$ cat src/rtl/add_sub_arbiter.sv
// Shared 32-bit add/sub unit: bs = sub ? -b : b, 33-bit sum, magnitude result.
// Latency: purely combinational, no state.
// Backpressure: none; the caller registers inputs and outputs.
module add_sub_32 (
  input  logic [31:0] a,
  input  logic [31:0] b,
  input  logic        sub,
  output logic [31:0] result,
  output logic        c,
  output logic        overflow,
  output logic        zero
);

  logic [31:0] bs;
  logic [32:0] sum;

  // Two's-complement negate b for subtraction, add, then fold to magnitude.
  always_comb begin
    bs       = sub ? (~b + 32'd1) : b;
    sum      = {1'b0, a} + {1'b0, bs};
    c        = sum[32];
    overflow = (a[31] == bs[31]) && (sum[31] != a[31]);
    result   = sum[31] ? (~sum[31:0] + 32'd1) : sum[31:0];
    zero     = (result == 32'd0);
  end

endmodule

// Round-robin arbiter/sequencer sharing one add_sub_32 between two requesters.
// Latency: accept at edge k, rsp_* registered at edge k+1; one op per 3 cycles.
// Backpressure: response held while rsp_ready is low; no request accepted until consumed.
module add_sub_arbiter (
  input  logic        clk,
  input  logic        rst_n,
  input  logic        req0_valid,
  output logic        req0_ready,
  input  logic [31:0] req0_a,
  input  logic [31:0] req0_b,
  input  logic        req0_sub,
  input  logic        req1_valid,
  output logic        req1_ready,
  input  logic [31:0] req1_a,
  input  logic [31:0] req1_b,
  input  logic        req1_sub,
  output logic        rsp_valid,
  input  logic        rsp_ready,
  output logic        rsp_id,
  output logic [31:0] rsp_result,
  output logic        rsp_c,
  output logic        rsp_overflow,
  output logic        rsp_zero,
  output logic        busy
);

  typedef enum logic [1:0] {
    IDLE = 2'd0,
    EXEC = 2'd1,
    RESP = 2'd2
  } state_t;

  state_t state_q, state_d;

  // Arbitration and operand registers
  logic        last_q;
  logic        grant_vld;
  logic        grant_id;
  logic        accept;
  logic [31:0] op_a_q, op_b_q;
  logic        op_sub_q;
  logic        op_id_q;

  // Shared unit outputs
  logic [31:0] alu_result;
  logic        alu_c, alu_overflow, alu_zero;

  // Grant: a lone valid wins; on contention the requester that did not win last time wins.
  always_comb begin
    grant_vld = req0_valid || req1_valid;
    grant_id  = (req0_valid && req1_valid) ? ~last_q : req1_valid;
  end

  // State register.
  always_ff @(posedge clk or negedge rst_n) begin
    if (!rst_n) state_q <= IDLE;
    else        state_q <= state_d;
  end

  // Next state, readies and busy. Readies are gated by rst_n so nothing is accepted during reset.
  always_comb begin
    state_d    = state_q;
    req0_ready = 1'b0;
    req1_ready = 1'b0;
    accept     = 1'b0;
    busy       = 1'b0;
    case (state_q)
      IDLE: begin
        req0_ready = rst_n && grant_vld && !grant_id;
        req1_ready = rst_n && grant_vld && grant_id;
        accept     = (req0_valid && req0_ready) || (req1_valid && req1_ready);
        if (accept) state_d = EXEC;
      end
      EXEC: begin
        busy    = 1'b1;
        state_d = RESP;
      end
      RESP: begin
        busy = 1'b1;
        if (rsp_valid && rsp_ready) state_d = IDLE;
      end
      default: state_d = IDLE;
    endcase
  end

  // Capture the winner's operation and remember who won for the next contention.
  always_ff @(posedge clk or negedge rst_n) begin
    if (!rst_n) begin
      last_q   <= 1'b1;
      op_a_q   <= 32'd0;
      op_b_q   <= 32'd0;
      op_sub_q <= 1'b0;
      op_id_q  <= 1'b0;
    end else if (accept) begin
      last_q   <= grant_id;
      op_id_q  <= grant_id;
      op_a_q   <= grant_id ? req1_a   : req0_a;
      op_b_q   <= grant_id ? req1_b   : req0_b;
      op_sub_q <= grant_id ? req1_sub : req0_sub;
    end
  end

  // The single shared arithmetic unit, fed only from the operand registers.
  add_sub_32 u_add_sub (
    .a        (op_a_q),
    .b        (op_b_q),
    .sub      (op_sub_q),
    .result   (alu_result),
    .c        (alu_c),
    .overflow (alu_overflow),
    .zero     (alu_zero)
  );

  // Response register: loaded at the end of EXEC, held until the consumer takes it.
  always_ff @(posedge clk or negedge rst_n) begin
    if (!rst_n) begin
      rsp_valid    <= 1'b0;
      rsp_id       <= 1'b0;
      rsp_result   <= 32'd0;
      rsp_c        <= 1'b0;
      rsp_overflow <= 1'b0;
      rsp_zero     <= 1'b0;
    end else if (state_q == EXEC) begin
      rsp_valid    <= 1'b1;
      rsp_id       <= op_id_q;
      rsp_result   <= alu_result;
      rsp_c        <= alu_c;
      rsp_overflow <= alu_overflow;
      rsp_zero     <= alu_zero;
    end else if (rsp_valid && rsp_ready) begin
      rsp_valid <= 1'b0;
    end
  end

endmodule

$ cat config.mk
export PLATFORM = sky130hd
export DESIGN_NAME = add_sub_arbiter
export DESIGN_NICKNAME = d
export VERILOG_FILES = /design/src/rtl/add_sub_arbiter.sv
export SDC_FILE = /design/constraint.sdc
export NUM_CORES = 1
export LEC_CHECK = 0
export CORE_MARGIN = 10
export CORE_UTILIZATION = 49
export DETAILED_ROUTE_END_ITERATION = 10
export DONT_BUFFER_PORTS = 1
export PLACE_DENSITY = 0.7
export SLEW_MARGIN = 20
export SYNTH_ARGS = -nofsm -noshare
export SYNTH_HDL_FRONTEND = slang
export SYNTH_SLANG_ARGS = --single-unit
$ cat constraint.sdc
create_clock -name clk -period 14.85 [get_ports clk]
set_input_delay 1.485 -clock clk [delete_from_list [all_inputs] [get_ports clk]]
set_output_delay 1.485 -clock clk [all_outputs]
set_load 0.02 [all_outputs]
==> out/results.txt <==
CTS tree = built
achievable clock frequency = 0.155 GHz
wire length of the first global-routing pass = 36.9 mm
Finish-stage setup viols = 0
GRT overflow = 0
number of port buffers = 0
tightest slew margin relative to the limit = 0.329
number of global-route vias before repair = 7162
count of instances resized after the clock tree is built = 0
endpoint of the worst-slack reg-to-reg timing path = rsp_zero
count of final max-slew check failures = 0
post-CTS setup buffer count = 0
Root Driver = sky130_fd_sc_hd__clkbuf_16
Die Width = 154 um
Worst EP required = 15.14 ns
total met3 wirelength after detailed routing = 1.40 mm
post-route ant nets = 0
Residual DRC = 0
Cell variety after synth = 85
via count = 7367
n_diodes = 0
max-capacitance violation count = 0
Final Critical Period = 6.47 ns
most numerous cell in the Yosys netlist = sky130_fd_sc_hd__nand2_1
Sink Count = 106
vertical die dimension = 154 um
detail-routed net length per standard cell = 18.1 um
worst hold path stage count = 1
final worst-path cycle share = 0.436
hold violation total from the final report = 0
largest net degree at the start of global routing = 118
standard cell core area = 17400 um2
Filler cells = 1701
flop and latch count out of synthesis = 106
site row count = 48
number of buffers added by the clock tree synthesis step = 9
gate count after technology mapping = 1041
share of the yosys chip area belonging to registers = 0.302
maximum cell stage delay along the critical path = 0.62 ns
unrepaired setup endpoints after global routing = false
CTS H-tree lvls = 3
synth cell count leaders = 133 x sky130_fd_sc_hd__nand2_1, 111 x sky130_fd_sc_hd__o21ai_0, 105 x sky130_fd_sc_hd__dfrtp_1
HP Class = reg -> reg
proportion of layout cells with a drive suffix above 1 = 0.0596
clock transition time at the flip-flop clock pins of the worst setup and hold paths = 0.08 ns
drt via density = 5.98
mapped cell area = 8780 um2
Worst Hold Endpoint = op_id_q
yosys synthesis warning count = 0
area added between synthesis and finish = 4.33%
net count of the finished layout = 1181
Syn Nets = 1220
number of iterations in the first detailed-routing pass = 5
Starting Density = 0.504
number of buffers added to fix hold violations after cts = 0
Worst Clk Skew = 0.0107 ns
data arrival time of the critical path = 6.75 ns
most area-consuming cells after synthesis = sky130_fd_sc_hd__dfrtp_1 30%, sky130_fd_sc_hd__mux2i_1 8.2%, sky130_fd_sc_hd__o21ai_0 6.3%, sky130_fd_sc_hd__ha_1 6.1%, sky130_fd_sc_hd__nand2_1 5.7%
Most common cell on crit path = sky130_fd_sc_hd__or4_1
total routing resource utilization after global routing = 0.184
most common flop cell mapped by yosys = sky130_fd_sc_hd__dfrtp_1
CP Class = reg -> reg
worst-path cell with the longest stage delay = sky130_fd_sc_hd__and2_1
number of enable flip-flop cells after synthesis = 0
half-perimeter wire length after placement = 17.7 mm
Highest Signal Layer = met4
initial antenna violation count = 0
die area = 23700 um2
Post-synth ARST share = 1.00
run status = finished, final reports clean
buffers from clock root to sink, at most = 2
reg-to-reg slack, setup = 8.38 ns
biggest fanout along the worst timing path = 21
average size of a mapped cell = 8.44 um2
weighted congestion reported at the end of routability-driven placement = 0.899
slew at the pin closest to its max-slew limit = 1.01 ns
final setup TNS = 0 ns
I/O Pins = 175
top-area cell type share of the netlist area = 0.299
initial DRC count = 396
startpoint types = flop
cell taking the most area after synthesis = sky130_fd_sc_hd__dfrtp_1
Setup crit end kind = flop
routed wire length = 22.3 mm
Critical R2R Launch = op_b_q[3]
depth of the most critical reg-to-reg path = 20
source of the worst hold timing path = op_id_q
later-pin clock latency in the skew report = 0.36 ns
met2 wire len = 9.45 mm
crit path cell chain = or4_1, or3_1, nand2b_1, or4_1, or4_1, nand2b_1, o31ai_1, xnor2_1, ha_1, nand2_1, o21ai_0, a41o_1, a21boi_0, a21o_1, and2_1, nand2_1, a221o_1, nor4_2, nand4_1, o21ai_1
DRT met1 WL = 11.3 mm
[logic make-up (layout without fill, tap and decap cells)]
logic type                 after synthesis  after routing  share of synthesized area
buffers and inverters                   74             40                     0.0360
adders and majority gates               44             44                     0.0635
xor gates and xnor gates                80             80                     0.0806
DFF                                    106            106                      0.302
muxes                                   81             81                     0.0936
and+or+nand+nor                        334            334                      0.189
AOI/OAI and AO/OA                      322            322                      0.235
[worst max-delay path by stage]
stage | start | to | slack [ns]
finish | op_b_q[3] | rsp_zero | 8.38
global route | op_b_q[0] | rsp_zero | 7.86
detailed placement | op_b_q[3] | rsp_zero | 8.49
CTS | op_b_q[3] | rsp_zero | 8.44
global placement | op_b_q[3] | rsp_zero | 8.68
floorplan | op_b_q[7] | rsp_zero | 9.39
[flip-flops by register name, indices dropped and copies added, names as in the netlist, 2 cells and up]
name	cells
op_a_q	32
state_q	2
rsp_result	32
op_b_q	32
[final cells by class]
type | instances | area, um2 | share of cell area
well taps | 225 | 282 | 0.0307
inverters | 20 | 75.1 | 0.00819
flip-flops and latches | 106 | 2650 | 0.290
clock buffers | 9 | 225 | 0.0246
clock inverters | 7 | 58.8 | 0.00642
repair buffers | 4 | 30.0 | 0.00328
multi-input cells | 861 | 5840 | 0.637
[worst max-delay path: cells and delay by family, from the launching register on]
kind                     cells  cell delay, ns
XOR/XNOR                     1            0.13
AO/OA/AOI/OAI                7            1.84
adder cells (fa/ha/maj)      1            0.38
AND/OR/NAND/NOR             11            3.57
flip-flops                   1            0.42
[stage by stage]
stage	hold slack [ns]	utilization	setup slack (ns)	cell area [um2]	instances
after floorplan	0.444	-	9.39	8780	1041
after global routing	0.507	0.526	7.86	9170	1232
after global placement	0.460	0.510	8.68	8880	1216
after CTS	0.486	0.526	8.44	9160	1232
after detailed placement	0.470	0.510	8.49	8880	1216
final	0.480	0.526	8.38	9170	1232
[routing by layer]
| metal | GRT usage | vias to the layer above |
|---|---|---|
| met5 | 0 | - |
| met4 | 0.0427 | 0 |
| met3 | 0.0435 | 14 |
| met2 | 0.265 | 239 |
| met1 | 0.269 | 3371 |
| li1 | - | 3743 |
[layout by cell type (no fill, tap or decap), types with 5 or more instances in the layout]
cell	instances
sky130_fd_sc_hd__mux2i_1	72
sky130_fd_sc_hd__nor4_1	6
sky130_fd_sc_hd__o21a_1	7
sky130_fd_sc_hd__and2_1	8
sky130_fd_sc_hd__or3_1	9
sky130_fd_sc_hd__and4_1	6
sky130_fd_sc_hd__ha_1	42
sky130_fd_sc_hd__xnor2_1	54
sky130_fd_sc_hd__nand2_1	133
sky130_fd_sc_hd__a21boi_0	5
sky130_fd_sc_hd__mux2_2	9
sky130_fd_sc_hd__a211o_1	9
sky130_fd_sc_hd__a211oi_1	11
sky130_fd_sc_hd__a21oi_1	76
sky130_fd_sc_hd__or4_1	9
sky130_fd_sc_hd__nand4_1	12
sky130_fd_sc_hd__o21ai_1	5
sky130_fd_sc_hd__and3_1	6
sky130_fd_sc_hd__a31oi_1	13
sky130_fd_sc_hd__o31ai_1	10
sky130_fd_sc_hd__inv_1	20
sky130_fd_sc_hd__clkbuf_16	9
sky130_fd_sc_hd__dfrtp_1	105
sky130_fd_sc_hd__xor2_1	25
sky130_fd_sc_hd__nand3_1	12
sky130_fd_sc_hd__nor2_1	73
sky130_fd_sc_hd__o211ai_1	6
sky130_fd_sc_hd__a21o_1	17
sky130_fd_sc_hd__a311oi_1	5
sky130_fd_sc_hd__o21ai_0	111
sky130_fd_sc_hd__nand2b_1	13
sky130_fd_sc_hd__nor3_1	16
Power is left out: the tool's default activity adds up to more than one toggle a clock period on the data nets, which glitch-free logic cannot reach.
